[src/rtl/fifo_pkg.sv]
// fifo_pkg: FSM state type and default geometry shared by the fifo_ctrl slice.
package fifo_pkg;

    typedef enum logic [1:0] {
        ST_INIT,
        ST_RUN,
        ST_FLUSH
    } fifo_state_t;

    localparam int DEFAULT_ADDR_WIDTH     = 3;
    localparam int DEFAULT_FIFO_DEPTH     = 8;
    localparam int DEFAULT_ALMOST_FULL_TH = 6;

endpackage

[src/rtl/fifo_ctrl.sv]
// fifo_ctrl: pointer and fill-level controller for a FIFO that writes one entry and pops two.
// Defining FIFO_CTRL_ALMOST_EN adds the registered almost_full output.
module fifo_ctrl
    import fifo_pkg::*;
#(
    parameter int ADDR_WIDTH     = DEFAULT_ADDR_WIDTH,
    parameter int FIFO_DEPTH     = DEFAULT_FIFO_DEPTH,
    parameter int ALMOST_FULL_TH = DEFAULT_ALMOST_FULL_TH
) (
    input  logic                  clk,
    input  logic                  rst,
    input  logic                  winc,
    input  logic                  rinc,
    input  logic                  flush,
    input  logic                  clear_err,
    output logic [ADDR_WIDTH-1:0] wr_addr,
    output logic [ADDR_WIDTH-1:0] rd_addr,
    output logic                  wfull,
    output logic                  rempty,
    output logic [ADDR_WIDTH:0]   fill_level,
    output logic                  overflow,
    output logic                  underflow
`ifdef FIFO_CTRL_ALMOST_EN
    ,
    output logic                  almost_full
`endif
);

    localparam logic [ADDR_WIDTH:0]   FILL_ONE   = (ADDR_WIDTH+1)'(1);
    localparam logic [ADDR_WIDTH:0]   FILL_TWO   = (ADDR_WIDTH+1)'(2);
    localparam logic [ADDR_WIDTH:0]   FILL_DEPTH = (ADDR_WIDTH+1)'(FIFO_DEPTH);
    localparam logic [ADDR_WIDTH-1:0] ADDR_ONE   = ADDR_WIDTH'(1);
    localparam logic [ADDR_WIDTH-1:0] ADDR_TWO   = ADDR_WIDTH'(2);

    fifo_state_t           r_state;
    fifo_state_t           w_stateNext;
    logic [ADDR_WIDTH-1:0] r_wrAddr;
    logic [ADDR_WIDTH-1:0] r_rdAddr;
    logic [ADDR_WIDTH:0]   r_fill;
    logic [ADDR_WIDTH:0]   w_fillNext;
    logic                  r_overflow;
    logic                  r_underflow;
    logic                  w_full;
    logic                  w_empty;
    logic                  w_wrAcc;
    logic                  w_rdAcc;
    logic                  w_flushReq;
    logic                  w_holdErr;
    logic                  w_ovfEvent;
    logic                  w_unfEvent;

    always_ff @(posedge clk or posedge rst) begin
        if (rst) begin
            r_state <= ST_INIT;
        end else begin
            r_state <= w_stateNext;
        end
    end

    // Status flags come only from registered state; INIT and FLUSH report both full and empty.
    always_comb begin
        w_stateNext = r_state;
        w_full      = 1'b1;
        w_empty     = 1'b1;
        w_wrAcc     = 1'b0;
        w_rdAcc     = 1'b0;
        w_flushReq  = 1'b0;
        w_holdErr   = 1'b0;
        w_ovfEvent  = 1'b0;
        w_unfEvent  = 1'b0;
        case (r_state)
            ST_INIT: begin
                w_stateNext = ST_RUN;
            end
            ST_RUN: begin
                w_full  = (r_fill == FILL_DEPTH);
                w_empty = (r_fill < FILL_TWO);
                if (flush) begin
                    w_stateNext = ST_FLUSH;
                    w_flushReq  = 1'b1;
                    w_holdErr   = 1'b1;
                end else begin
                    w_wrAcc    = winc && !w_full;
                    w_rdAcc    = rinc && !w_empty;
                    w_ovfEvent = winc && w_full;
                    w_unfEvent = rinc && w_empty;
                end
            end
            ST_FLUSH: begin
                w_stateNext = ST_RUN;
                w_holdErr   = 1'b1;
            end
            default: begin
                w_stateNext = ST_INIT;
            end
        endcase
    end

    always_comb begin
        w_fillNext = r_fill;
        if (w_flushReq) begin
            w_fillNext = '0;
        end else begin
            case ({w_wrAcc, w_rdAcc})
                2'b10:   w_fillNext = r_fill + FILL_ONE;
                2'b01:   w_fillNext = r_fill - FILL_TWO;
                2'b11:   w_fillNext = r_fill - FILL_ONE;
                default: w_fillNext = r_fill;
            endcase
        end
    end

    // Depth is a power of two, so pointer wrap is the natural roll-over of the address width.
    always_ff @(posedge clk or posedge rst) begin
        if (rst) begin
            r_wrAddr <= '0;
            r_rdAddr <= '0;
            r_fill   <= '0;
        end else begin
            r_fill <= w_fillNext;
            if (w_flushReq) begin
                r_wrAddr <= '0;
                r_rdAddr <= '0;
            end else begin
                if (w_wrAcc) begin
                    r_wrAddr <= r_wrAddr + ADDR_ONE;
                end
                if (w_rdAcc) begin
                    r_rdAddr <= r_rdAddr + ADDR_TWO;
                end
            end
        end
    end

    // A new error event beats a same-cycle clear; flushing freezes both flags.
    always_ff @(posedge clk or posedge rst) begin
        if (rst) begin
            r_overflow  <= 1'b0;
            r_underflow <= 1'b0;
        end else if (!w_holdErr) begin
            r_overflow  <= (r_overflow  && !clear_err) || w_ovfEvent;
            r_underflow <= (r_underflow && !clear_err) || w_unfEvent;
        end
    end

`ifdef FIFO_CTRL_ALMOST_EN
    localparam logic [ADDR_WIDTH:0] FILL_AF = (ADDR_WIDTH+1)'(ALMOST_FULL_TH);

    logic r_almostFull;

    always_ff @(posedge clk or posedge rst) begin
        if (rst) begin
            r_almostFull <= 1'b0;
        end else begin
            r_almostFull <= (w_fillNext >= FILL_AF);
        end
    end

    assign almost_full = r_almostFull;
`endif

    assign wr_addr    = r_wrAddr;
    assign rd_addr    = r_rdAddr;
    assign fill_level = r_fill;
    assign wfull      = w_full;
    assign rempty     = w_empty;
    assign overflow   = r_overflow;
    assign underflow  = r_underflow;

endmodule

[config.mk]
export PLATFORM = sky130hd
export DESIGN_NAME = fifo_ctrl
export DESIGN_NICKNAME = d
export VERILOG_FILES = /design/src/rtl/fifo_pkg.sv /design/src/rtl/fifo_ctrl.sv
export SDC_FILE = /design/constraint.sdc
export NUM_CORES = 1
export LEC_CHECK = 0
export ABC_AREA = 1
export BUFFER_PORTS_ARGS = -buffer_cell sky130_fd_sc_hd__buf_4
export CORE_MARGIN = 5
export CORE_UTILIZATION = 47
export DETAILED_ROUTE_END_ITERATION = 8
export HOLD_SLACK_MARGIN = 0.06
export PLACE_DENSITY = 0.74
export REMOVE_ABC_BUFFERS = 1
export SYNTH_ARGS = -nofsm -noshare
export SYNTH_HDL_FRONTEND = slang
export SYNTH_SLANG_ARGS = --single-unit
[constraint.sdc]
create_clock -name clk -period 2 [get_ports clk]
set_input_delay 0.2 -clock clk [delete_from_list [all_inputs] [get_ports clk]]
set_output_delay 0.2 -clock clk [all_outputs]
set_load 0.05 [all_outputs]
==> impl_metrics.py, run 1 <==
metrics = {
    "run_status": {
        "status": "finished, final reports clean",
    },
    "worst_setup_path": {
        "path_class": "reg -> reg",
        "cp-start-kind": "flip-flop",
        "r2r-start": "r_state[1]",
        "required_ps": 2160,
        "crit_start": "r_state[1]",
        "cp_max_fo": 5,
        "end_kind": "flip-flop",
        "critPathArrivalTime_ps": 2070,
    },
    "timing": {
        "slew_viol_final": 0,
        "rsz0062_at_grt": "false",
        "setup_violations": 0,
        "skew_ps": 6.68,
        "period_share_pct": 95.7,
        "tightest_slew_ps": 512,
        "hold_viol_final": 0,
        "fin_crit_ps": 1910,
        "max_freq_mhz": 522,
        "finalWorstSetupSlack_ps": 85.2,
        "slew_headroom_pct": 65.8,
    },
    "floorplanning": {
        "die_y_um": 53.4,
        "die_area_um2": 2860,
        "die_width_um": 53.4,
        "initial_core_util_pct": 50.3,
        "io_pins": 20,
        "core_um2": 1760,
        "num_rows": 15,
    },
    "clock_tree": {
        "numCtsBuffers": 3,
        "clkTransAtPathRegs_ps": 90,
        "clock_latency_ps": 270,
        "tritoncts_num_sinks": 13,
        "cts_max_level": 1,
        "root_buffer": "clkbuf_4",
        "cts.path.max_buffers": 2,
        "cts_tree": "done",
    },
    "power_and_ir_drop": {
        "power_mw": 1.83,
        "worst_ir_drop_vdd_mv": 0.857,
        "p_leak_nw": 0.623,
        "power_density_nw_per_um2": 1560,
    },
    "detailed_routing": {
        "dr.pass1.iters": 4,
        "ant_nets": 0,
        "vias": 813,
        "via_per_inst": 4.84,
        "routedWlPerCell_um": 11.9,
        "wl_um": 2000,
        "post-route-drc-count": 0,
        "drt_iter0_drc": 11,
    },
    "final_layout": {
        "layout_commonest_cell": "buf_4",
        "mostFrequentLayoutCells": "buf_4, nand2_1, inv_1, dfrtp_1, nor2_1",
        "drive_gt1_share_pct": 32.9,
        "fin_nets": 158,
        "n_antenna_cell": 0,
        "fillCellCount": 155,
        "area_growth_pct": 32.6,
        "multiInputGateArea_um2": 512,
        "seqCellArea_um2": 327,
    },
    "synth": {
        "ys.warnings.count": 0,
        "synth.cell_area_um2": 887,
        "synth.distinct_cells": 24,
        "yosysSeqAreaShare_pct": 36.7,
        "yosys.area.top_type_share_pct": 36.7,
        "synth.area.top_cells": "dfrtp_1, ha_1, nand2_1, inv_1, o21ai_0",
        "syn_avg_cell_area_um2": 7.92,
        "synth_cells": 112,
        "synth_largest_area_cell": "dfrtp_1",
        "synth-seq-cells": 13,
    },
    "global_routing": {
        "grt_first_pass_wirelength_um": 3490,
        "grt_pass1_vias": 819,
        "grt_max_degree": 14,
        "grt.total_usage_pct": 17.0,
        "antenna_found_initial": 0,
        "grt-ovfl-total": 0,
    },
    "min_path": {
        "worstHoldPathType": "in -> reg",
        "min_from": "rinc",
    },
    "placed_design": {
        "finalWeightedCongestion": 0.863,
        "hpwl_um": 1620,
        "numPortBuffers": 18,
        "pre_cts_ws_ps": -89.1,
    },
    "flow_run": {
        "cap_violations": 0,
    },
}
## timing repair
action / in CTS / in global routing
endpoints found under the setup margin: 2 / 3
setup buffers: 0 / 2
pin swaps: 0 / 1
gates resized for setup: 3 / 4
hold buffers: 1 / 0
endpoints found under the hold margin: 13 / 0
## worst max-delay path: stages (launching register included)
cell     delay [ps]
dfrtp_1         400
inv_2            90
ha_4            170
nand3_4         100
a21oi_4         170
nand3_2         100
nand2_1         100
inv_1            50
ha_1            170
a31oi_1         170
xor2_1           90
o21ai_1         120
o21ai_1          70
## worst paths after layout
kind                            endpoint  slack (ps)  cells past startpoint
setup / recovery           fill_level[2]          90                     12
hold / removal                 underflow         240                      3
setup reg to reg           fill_level[2]          90                     12
hold reg to reg               wr_addr[2]         480                      1
max in group asynchronous     r_state[0]        1130                      3
min in group asynchronous     r_state[1]         500                      3
## report_power, final
| part | internal, mW | total, mW | switching (mW) |
|---|---|---|---|
| Clock | 0.0772 | 0.165 | 0.0873 |
| Combinational | 0.419 | 1.22 | 0.801 |
| Sequential | 0.358 | 0.448 | 0.0900 |
## kinds of logic (layout without fill, tap and decap cells)
group / Yosys count / after routing / synth area share [%]
adder cells (fa/ha/maj): 8 / 8 / 11.3
other: 1 / 1 / 0.423
buffers and inverters: 19 / 50 / 8.46
AO/OA/AOI/OAI: 25 / 25 / 17.8
AND/OR/NAND/NOR: 43 / 43 / 22.4
XOR/XNOR: 3 / 3 / 2.96
flip-flops: 13 / 13 / 36.7
## registers in the layout, indices dropped and copies added, names as in the netlist
signal / count
fill_level: 4
wr_addr: 3
r_state: 2
rd_addr: 2
overflow: 1
underflow: 1
## metal layers
layer / GRT usage [%] / vias up / wire, um
met5: 0 / - / 0
met4: 7.23 / 0 / 15
met3: 3.94 / 2 / 77
met2: 27.3 / 20 / 967
met1: 21.6 / 367 / 934
li1: - / 424 / -
## stage by stage
step | instance area [um2] | util [%] | TNS (ps) | hold slack [ps] | instances
detailed placement | 1100 | 62.3 | -89.1 | 275 | 161
floorplan | 880 | - | -157 | 77.0 | 111
global placement | 1100 | 62.3 | 0 | 276 | 161
CTS | 1150 | 65.0 | 0 | 237 | 166
finish | 1180 | 66.7 | 0 | 242 | 168
global route | 1180 | 66.7 | 0 | 240 | 168
## cells in the mapped netlist
cell and n:
nand2_1 23, dfrtp_1 13, inv_1 13, nor2_1 9, o21ai_0 9, ha_1 8
a21oi_1 5, inv_2 5, nand3_1 5, nand3_2 3, nand2_2 2, o21ai_1 2
o22ai_1 2, o31ai_1 2, xor2_1 2, a211oi_2 1, a21oi_4 1, a31oi_1 1
buf_4 1, conb_1 1, nor2_4 1, o21a_1 1, o21bai_1 1, xnor2_1 1
## final cells by class
cell class / count / share of cell area [%]
repair buffers: 28 / 18.1
multi-input cells: 80 / 43.5
flip-flops and latches: 13 / 27.8
inverters: 18 / 5.74
well taps: 25 / 2.66
clock buffers: 4 / 2.23
Note: power is estimated with default switching activity, not from simulation.
==> run 2, diff against run 1 <==
--- a/config.mk
+++ b/config.mk
@@ -12,7 +12,6 @@
 export DETAILED_ROUTE_END_ITERATION = 8
 export HOLD_SLACK_MARGIN = 0.06
 export PLACE_DENSITY = 0.74
-export REMOVE_ABC_BUFFERS = 1
 export SYNTH_ARGS = -nofsm -noshare
 export SYNTH_HDL_FRONTEND = slang
 export SYNTH_SLANG_ARGS = --single-unit
==> run 2 against run 1 <==
Compared with the run above: power is 1.5% higher; combinational power about the same; register-to-register slack worse by 20 ps; global-route usage shrank 0.31 points; clock skew grew 5.1 ps; non-clock buffer count shrank 1; utilization up 0.85 points; critical endpoint unchanged; largest cell class unchanged.
==> impl_metrics.py, run 2 (synthesized netlist as in run 1, its figures left out) <==
metrics = {
    "run_status": {
        "status": "finished, final reports clean",
    },
    "clock_tree": {
        "tritoncts_num_sinks": 13,
        "clock_latency_ps": 280,
        "clkTransAtPathRegs_ps": 90,
        "root_buffer": "clkbuf_4",
        "cts.path.max_buffers": 2,
        "cts_tree": "done",
        "cts_max_level": 1,
        "numCtsBuffers": 3,
    },
    "placed_design": {
        "finalWeightedCongestion": 0.813,
        "numPortBuffers": 18,
        "place_area_um2": 1090,
        "hpwl_um": 1610,
    },
    "power_and_ir_drop": {
        "worst_ir_drop_vdd_mv": 0.926,
        "power_mw": 1.86,
        "seqPwrFrac_pct": 26.0,
        "power_density_nw_per_um2": 1560,
        "power.internal_mw": 0.858,
        "comb_power_share_pct": 64.9,
        "p_switching_mw": 1.00,
        "power_frac_clock_pct": 9.1,
        "p_sw_share_pct": 53.9,
        "p_leak_nw": 0.612,
    },
    "floorplanning": {
        "die_y_um": 53.4,
        "io_pins": 20,
        "num_rows": 15,
        "die_area_um2": 2860,
        "core_um2": 1760,
        "die_width_um": 53.4,
        "initial_core_util_pct": 50.3,
    },
    "worst_setup_path": {
        "cp-start-kind": "flip-flop",
        "critical_path.cell_chain": "inv_2 -> ha_4 -> nand3_4 -> a21oi_4 -> nand3_2 -> nand2_2 -> inv_1 -> ha_1 -> a31oi_1 -> xor2_1 -> o21ai_1 -> o21ai_1",
        "path_class": "reg -> reg",
        "cp_max_fo": 4,
        "end_kind": "flip-flop",
        "slowest_delay_ps": 410,
        "required_ps": 2160,
        "cpMostUsedCell": "o21ai_1",
        "cpMaxStageDelayCell": "dfrtp_1",
        "critPathArrivalTime_ps": 2100,
    },
    "detailed_routing": {
        "via_per_inst": 4.92,
        "routedWlPerCell_um": 12.4,
        "post-route-drc-count": 0,
        "drt_iter0_drc": 18,
        "ant_nets": 0,
        "dr.pass1.iters": 4,
        "vias": 821,
        "wl_um": 2080,
    },
    "final_layout": {
        "n_antenna_cell": 0,
        "mostFrequentLayoutCells": "buf_4, nand2_1, inv_1",
        "layout_commonest_cell": "buf_4",
        "drive_gt1_share_pct": 38.0,
        "largest_register_ffs": 4,
        "design_area_um2": 1190,
        "area_growth_pct": 34.3,
        "fin_util_pct": 67.5,
        "fin_nets": 157,
    },
    "timing": {
        "slew_headroom_pct": 64.9,
        "skew_ps": 11.8,
        "slew_viol_final": 0,
        "fin_crit_ps": 1940,
        "period_share_pct": 96.9,
        "setup_violations": 0,
        "max_freq_mhz": 516,
        "tightest_slew_ps": 526,
        "hold_viol_final": 0,
    },
    "global_routing": {
        "grt_first_pass_wirelength_um": 3420,
        "grt.total_usage_pct": 16.7,
        "grt-ovfl-total": 0,
        "grt_pass1_vias": 795,
        "grt_max_degree": 14,
        "antenna_found_initial": 0,
    },
    "min_path": {
        "worstHoldPathType": "in -> reg",
    },
    "flow_run": {
        "cap_violations": 0,
    },
    "synth": {
        "syn_nets": 126,
    },
}
==> run 2: layout make-up <==
cell class | instances | area [um2]
fillers | 158 | 573
multi-input cells | 80 | 529
flip-flops and latches | 13 | 332
repair buffers | 27 | 205
inverters | 18 | 67.6
well taps | 25 | 31.3
clock buffers | 4 | 26.3
==> run 2: through the flow <==
step	TNS, ps	setup WS [ps]	hold slack, ps	cells
after global routing	-56.3	-50.0	227	167
after floorplan	0	30.4	76.7	112
after CTS	0	22.7	243	162
final	0	62.3	218	167
after detailed placement	-11.0	-11.0	279	157
after global placement	0	69.3	269	157
==> run 2: final timing paths <==
check | startpoint | end | slack [ps] | cells past startpoint
min in group asynchronous | rst | rd_addr[1] | 500 | 3
worst min-delay path | rinc | underflow | 220 | 3
worst max-delay path | r_state[1] | fill_level[2] | 60 | 12
worst max register to register | r_state[1] | fill_level[2] | 60 | 12
max in group asynchronous | rst | fill_level[2] | 1100 | 3
worst min register to register | wr_addr[0] | wr_addr[0] | 500 | 1
==> run 2: timing repair <==
| item | in CTS | in global routing |
|---|---|---|
| hold buffers | 1 | 0 |
| pin swaps | 0 | 2 |
| endpoints found under the setup margin | 1 | 3 |
| buffers inserted | 0 | 5 |
| hold endpoints to repair | 13 | 0 |
| gates resized for setup | 1 | 8 |
==> run 2: power by group through the flow <==
stage / clock, mW / sequential [mW] / combinational [mW]
finish: 0.169 / 0.484 / 1.21
global route: 0.186 / 0.500 / 1.32
CTS: 0.167 / 0.475 / 1.13
detailed placement: 0 / 0.479 / 1.12
global placement: 0 / 0.472 / 1.09
floorplan: 0 / 0.708 / 0.584
==> run 2: layer usage <==
layer	vias up	track usage, %	share of wire [%]
li1	419	-	-
met1	382	19.4	45
met2	18	29.6	51
met3	2	3.66	3.8
met4	0	5.96	0.43
met5	-	0	0
==> run 2: critical path: cells and delay by family (launching register included) <==
family          cells  cell delay, ps
fa+ha+maj           2             330
simple gates        3             300
xor+xnor            1             100
compound gates      4             530
flops               1             410
buf+inv             2             140
